--- src/rtl/mesh_term_src.sv ---
// ---------------------------------------------------------------------------
// mesh_term_src
//
// Terminal-side packet source for one mesh edge port. The local agent pushes
// packets into a small circular FIFO; the head entry is offered to the
// attached router input with the pending/pop handshake (pndng + data_out,
// router consumes with pop).
//
// Optional build macro:
//   MESH_SRC_STATS_EN  - when defined, sent_cnt/drop_cnt are real saturating
//                        counters; otherwise both ports are tied to 0. The
//                        port list is the same in both builds.
//
// Ports:
//   clk        clock, all state changes on the rising edge
//   reset      synchronous active-high reset
//   push       agent writes push_data this cycle
//   push_data  packet to enqueue (pckg_sz bits)
//   full       FIFO holds fifo_depth entries
//   count      current occupancy
//   pndng      head packet valid toward router
//   data_out   head packet, 0 when pndng = 0
//   pop        router consumes the head this cycle
//   clear_err  clears the sticky error flags
//   ovf_err    sticky: a push was dropped
//   pop_err    sticky: pop seen while pndng = 0
//   sent_cnt   packets consumed by the router (saturating)
//   drop_cnt   pushes dropped (saturating)
// ---------------------------------------------------------------------------
module mesh_term_src #(
    parameter int pckg_sz    = 32,
    parameter int fifo_depth = 4
) (
    input  logic                              clk,
    input  logic                              reset,
    input  logic                              push,
    input  logic [pckg_sz-1:0]                push_data,
    output logic                              full,
    output logic [$clog2(fifo_depth+1)-1:0]   count,
    output logic                              pndng,
    output logic [pckg_sz-1:0]                data_out,
    input  logic                              pop,
    input  logic                              clear_err,
    output logic                              ovf_err,
    output logic                              pop_err,
    output logic [31:0]                       sent_cnt,
    output logic [15:0]                       drop_cnt
);

    localparam int PTR_W = (fifo_depth > 1) ? $clog2(fifo_depth) : 1;
    localparam int CNT_W = $clog2(fifo_depth + 1);

    localparam logic [PTR_W-1:0] LAST_PTR = PTR_W'(fifo_depth - 1);
    localparam logic [CNT_W-1:0] DEPTH_CNT = CNT_W'(fifo_depth);

    logic [pckg_sz-1:0] mem [fifo_depth];

    logic [PTR_W-1:0] rd_ptr_reg, rd_ptr_next;
    logic [PTR_W-1:0] wr_ptr_reg, wr_ptr_next;
    logic [CNT_W-1:0] count_reg,  count_next;
    logic             ovf_err_reg, ovf_err_next;
    logic             pop_err_reg, pop_err_next;

    logic pop_ok;
    logic push_ok;
    logic push_drop;
    logic pop_bad;

    // Handshake qualification. A push into a full FIFO is still accepted when
    // the head leaves in the same cycle: wr_ptr == rd_ptr then, so the slot
    // being overwritten is exactly the one being consumed.
    assign pndng     = (count_reg != '0);
    assign full      = (count_reg == DEPTH_CNT);
    assign pop_ok    = pop && pndng;
    assign pop_bad   = pop && !pndng;
    assign push_ok   = push && (!full || pop_ok);
    assign push_drop = push && !push_ok;

    assign count    = count_reg;
    assign data_out = pndng ? mem[rd_ptr_reg] : '0;
    assign ovf_err  = ovf_err_reg;
    assign pop_err  = pop_err_reg;

    always_comb begin
        rd_ptr_next  = rd_ptr_reg;
        wr_ptr_next  = wr_ptr_reg;
        count_next   = count_reg;
        ovf_err_next = ovf_err_reg;
        pop_err_next = pop_err_reg;

        if (pop_ok) begin
            rd_ptr_next = (rd_ptr_reg == LAST_PTR) ? '0 : rd_ptr_reg + PTR_W'(1);
        end
        if (push_ok) begin
            wr_ptr_next = (wr_ptr_reg == LAST_PTR) ? '0 : wr_ptr_reg + PTR_W'(1);
        end

        case ({push_ok, pop_ok})
            2'b10:   count_next = count_reg + CNT_W'(1);
            2'b01:   count_next = count_reg - CNT_W'(1);
            default: count_next = count_reg;
        endcase

        // A new error event in the same cycle as clear_err keeps the flag set.
        if (clear_err) begin
            ovf_err_next = 1'b0;
            pop_err_next = 1'b0;
        end
        if (push_drop) ovf_err_next = 1'b1;
        if (pop_bad)   pop_err_next = 1'b1;
    end

    always_ff @(posedge clk) begin
        if (reset) begin
            rd_ptr_reg  <= '0;
            wr_ptr_reg  <= '0;
            count_reg   <= '0;
            ovf_err_reg <= 1'b0;
            pop_err_reg <= 1'b0;
        end else begin
            rd_ptr_reg  <= rd_ptr_next;
            wr_ptr_reg  <= wr_ptr_next;
            count_reg   <= count_next;
            ovf_err_reg <= ovf_err_next;
            pop_err_reg <= pop_err_next;
        end
    end

    // Storage is deliberately not reset; only the pointers/occupancy are.
    always_ff @(posedge clk) begin
        if (push_ok && !reset) begin
            mem[wr_ptr_reg] <= push_data;
        end
    end

`ifdef MESH_SRC_STATS_EN
    logic [31:0] sent_cnt_reg;
    logic [15:0] drop_cnt_reg;

    always_ff @(posedge clk) begin
        if (reset) begin
            sent_cnt_reg <= '0;
            drop_cnt_reg <= '0;
        end else begin
            if (pop_ok && (sent_cnt_reg != '1)) begin
                sent_cnt_reg <= sent_cnt_reg + 32'd1;
            end
            if (push_drop && (drop_cnt_reg != '1)) begin
                drop_cnt_reg <= drop_cnt_reg + 16'd1;
            end
        end
    end

    assign sent_cnt = sent_cnt_reg;
    assign drop_cnt = drop_cnt_reg;
`else
    assign sent_cnt = '0;
    assign drop_cnt = '0;
`endif

endmodule

--- config.mk ---
export PLATFORM = sky130hd
export DESIGN_NAME = mesh_term_src
export DESIGN_NICKNAME = d
export VERILOG_FILES = /design/src/rtl/mesh_term_src.sv
export SDC_FILE = /design/constraint.sdc
export NUM_CORES = 1
export LEC_CHECK = 0
export CORE_MARGIN = 4
export CORE_UTILIZATION = 30
export CTS_CLUSTER_DIAMETER = 30
export CTS_CLUSTER_SIZE = 25
export DETAILED_ROUTE_END_ITERATION = 10
export MAX_ROUTING_LAYER = met4
export PLACE_DENSITY = 0.49
export SLEW_MARGIN = 20
export SYNTH_ARGS = -nofsm -noshare
export SYNTH_HDL_FRONTEND = slang
export SYNTH_SLANG_ARGS = --single-unit
--- constraint.sdc ---
create_clock -name clk -period 4.1 [get_ports clk]
set_input_delay 0.41 -clock clk [delete_from_list [all_inputs] [get_ports clk]]
set_output_delay 0.41 -clock clk [all_outputs]
set_load 0.005 [all_outputs]
Yosys cells after proc, flatten, opt, wreduce, memory -nomap -nowiden. Memory sizes are Yosys's and may differ from the RTL's. A register that Yosys moved wholly into a read port is not among the register bits. Cells that the tools add are included.

$add $sub $neg: 4. Equality and inequality tests: 5. Muxes and demuxes: 11. Reductions and logical operators: 14.

Operator list (number): 2-to-1 mux 32 bit (1); 2-to-1 mux 2 bit (4); equality test 2 bit (second input constant) (3); one-hot mux 3 bit (2 select lines) (1); nonzero test 2 bit (3); logical AND 1 bit (5); 2-to-1 mux 1 bit (5); adder 2 x 1 -> 2 bit (second input constant) (2); zero test 1 bit (4); adder 3 x 1 -> 3 bit (second input constant) (1); equality test 3 bit (second input constant) (1); nonzero test 3 bit (1); subtractor 3 x 1 -> 3 bit (second input constant) (1); equality test 2 x 1 -> 1 bit (second input constant) (1); logical OR 1 bit (1).

Register bits: 9. RAM bits: 128. Input port bits: 37. Output and inout port bits: 87. Word-level logic and storage cells: 40. Memories kept: 1.

Memories: mem (depth 4, width 32, rd ports 1, clocked after memory_dff 1, write ports 1, line 56) `logic [pckg_sz-1:0] mem [fifo_depth];`.

Logic depth before layout (Yosys ltp).
Depth in word-level cells: 7. Depth in mapped cells: 9. Mapped depth without buffers: 6.

Least setup slack after synthesis. No wires, ideal clock.

Path type: in2reg. Start: input push. End: memory mem[0][0] (enable). Setup time: 392 ps. Arrival time: 1648 ps. Data required time: 3708 ps. Path slack: 2060 ps. Stages: 4. Path buffers: 1. Path through: buf_2 -> o41ai_4 -> nor2_1 -> and2_1.

Word-level cells in the longest chain between the ends: 4.

RTL lines: start, declared (line 36) `input logic push,`; logical AND 1 bit (line 76) `assign push_ok = push && (!full || pop_ok);`; logical AND 1 bit (line 131) `if (push_ok && !reset) begin`; 2-to-1 mux 1 bit (line 131); 2-to-1 mux 1 bit (not written as such) (line 132) `mem[wr_ptr_reg] <= push_data;`; end, declared (line 56).

No other way between the ends.

Final worst setup path.
Start: register count_reg[1], in the netlist count[1]. End: output data_out[29].

Word-level cells in the longest chain between the ends: 2.

RTL lines: start, declared (line 60) `logic [CNT_W-1:0] count_reg, count_next;`; start signal, assigned (line 123) `count_reg <= count_next;`; nonzero test 3 bit (line 72) `assign pndng = (count_reg != '0);`; 2-to-1 mux 32 bit (line 80) `assign data_out = pndng ? mem[rd_ptr_reg] : '0;`; end, declared (line 41) `output logic [pckg_sz-1:0] data_out,`.

No other way between the ends.

==> run metrics <==
pre-CTS WS 1.33 ns; Synth Area in Compound Gates 1.86%; ant diodes 0; number of max-cap violations 0; die footprint 21800 um2; initial antenna violation count 0; fillcell total between 1500 and 2000; final worst-path setup slack 1.08 ns; CTS Hold Buffers Added 0; area share of fa/ha/maj cells after synthesis 1.41%; WP data required around 3.7 ns; Slew Limit Fails 0; Critical-path top delay cell or3_1; Crit. End Element primary output; router iterations before antenna repair 4; LEAKAGE 2.37 nW; post-synthesis mux area share 12.5%; Post-Synth Simple-Gate Area 6.17%; setup tns final 0 ns; synthesis-to-layout area growth 23.8%; clock slew at reported path FFs 0.05 ns; multi-input logic area 1480 um2; Power Dens Cells between 400 and 500 nW/um2; highest clock rate 331 MHz; Die W 147 um; initial core utilization 30.9%; vias in the first global route 3153; Worst EP arrival 2.61 ns; Finished Layout Cells 679; Worst VDD drop between 200 and 300 uV; Main synth FF type edfxtp_1; row count 50; hold_ws 0.490 ns; total grt overflow 0; CTS tree built; endpoints failing setup 0; flop-to-flop setup slack approximately 1.6 ns; Synth top area share 65.9%; RR Endpoint count[2]; hpwl dp just over 7000 um; Netlist cell types 35; kind of critical path flip-flop to primary output; RSZ-0062 raised after global routing no; Post-Route Utilization 38.2%; max reg flops between 100 and 150; CTS sink cnt 139; worst slew pin tran between 0.9 and 1 ns; final period utilization 73.7%; ys async rst share 0%; Mapped Area 5840 um2; worst hold stages 2; IO Count between 100 and 150; clk root buf clkbuf_16; Fin Clk Skew roughly 0.0064 ns; reg2reg path depth 7; Area contributors post-synth edfxtp_1, mux4_2, buf_4, and2_1, dfxtp_1; status completed; Max Root-Sink Buffers 2; initial drt markers 151; port buffer count 75; Final Routed Wirelength between 10000 and 15000 um; # DRC 0; Post-synth top cells edfxtp_1, buf_4, and2_1, mux4_2, dfxtp_1; Vias/cell 4.37; xor/xnor share of the synthesized area less than 1%; Hold Path Class flip-flop to flip-flop; yosys warns 0; nets 450; final hold viol count 0; routed vias 2967; ANT nets after route 0; Clk Latency, worst-skew pair 0.41 ns; placed cells ~650; # Post-CTS Setup Buffers 0; share of cells above drive strength 1 16.9%; Chip Height 147 um; RePlAce Congestion 0.695; wire length per cell 17.0 um; CP Max Fanout 19; first-pass GRT wire length ~18000 um; hold path startpoint rd_ptr_reg[1]; count leader, synth edfxtp_1; R2R Path Start count[1]; Startpoint Class flip-flop; number of synthesized flops with an enable pin 128; largest net degree at the start of global routing 33; post-synthesis sequential area ratio between 60% and 70%; Post-Syn Instances about 330; Synth area leader edfxtp_1; Core ar. 18900 um2; syn avg cell area 17.8 um2; relative slew slack 35.8%; largest family of logic cells by synthesized area multiplexers; Tmin final just over 3 ns; crit-path cells or3_1, buf_4, and2_1, clkdlybuf4s50_1; CP max stage delay ~0.60 ns; CTS Buf Count 17; #FFs+latches synth approximately 140; total track usage 11.2%; htree depth 4; post-cts resize count 0; area taken by flip-flops and latches 4070 um2
## metal layers
layer  part of all wire (%)  global-route usage [%]  vias up
met2                     47                    16.9      132
met1                     46                    14.6     1517
met3                    5.3                    3.10       13
li1                       -                       -     1305
met4                    1.3                    4.19        0
met5                      0                       -        -
## cell families after synthesis
kind of cell,count (synthesis)
mux,33
flops,139
simple gates,64
fa+ha+maj,6
compound gates,14
buf+inv,69
xor+xnor,1
other cells,1
## per-stage QoR
step	total power [mW]	area, um2
4_1_cts	3.62	7230
6_report	3.57	7230
2_1_floorplan	1.95	6010
3_3_place_gp	2.18	6670
5_1_grt	3.72	7230
3_5_place_dp	2.18	6670
## report_power, final
group / switching (mW) / total (mW) / internal [mW]
registers: 0.0436 / 1.64 / 1.60
clock network: 0.546 / 1.43 / 0.883
logic: 0.209 / 0.497 / 0.288
## critical path: cells and delay by family (launching register included)
family	cells	cell delay (ns)
and+or+nand+nor	2	0.78
buffers and inverters	2	0.87
DFF	1	0.53
## placed cells by master, fill, tap and decap left out, types with 2 or more instances in the layout
master | Yosys | final
a21oi_1 | 5 | 5
and2_1 | 36 | 32
and2_2 | 0 | 4
bufinv_16 | 0 | 2
clkbuf_16 | 0 | 17
clkdlybuf4s50_1 | 0 | 75
clkinv_1 | 0 | 2
clkinv_2 | 0 | 4
clkinvlp_4 | 0 | 3
conb_1 | 1 | 48
dfxtp_1 | 11 | 9
dfxtp_2 | 0 | 2
edfxtp_1 | 128 | 128
ha_1 | 5 | 5
inv_1 | 6 | 6
mux4_2 | 32 | 32
nand2_1 | 8 | 8
nand3_1 | 3 | 3
nor2_1 | 7 | 7
nor2b_1 | 2 | 2
o21ai_0 | 2 | 2
or3_1 | 3 | 3
## how the worst max path moves through the flow
stage / startpoint / to / slack, ns / cells past startpoint
after floorplan: push / mem[0][0] / 2.06 / 4
after global placement: pop / mem[0][10] / 1.36 / 4
after detailed placement: pop / mem[0][3] / 1.33 / 4
after CTS: count[1] / data_out[29] / 0.92 / 4
after global routing: count[1] / data_out[25] / 0.83 / 4
final: count[1] / data_out[29] / 1.08 / 4
## final cells by class
type	instances	area share (%)
clock inverter	13	1.77
tap	260	4.50
multi-input combinational	166	20.4
inverter	6	0.312
sequential	139	56.3
timing repair buffer	77	10.8
clock buffer	18	5.94
Note: power is estimated with default switching activity, not from simulation.
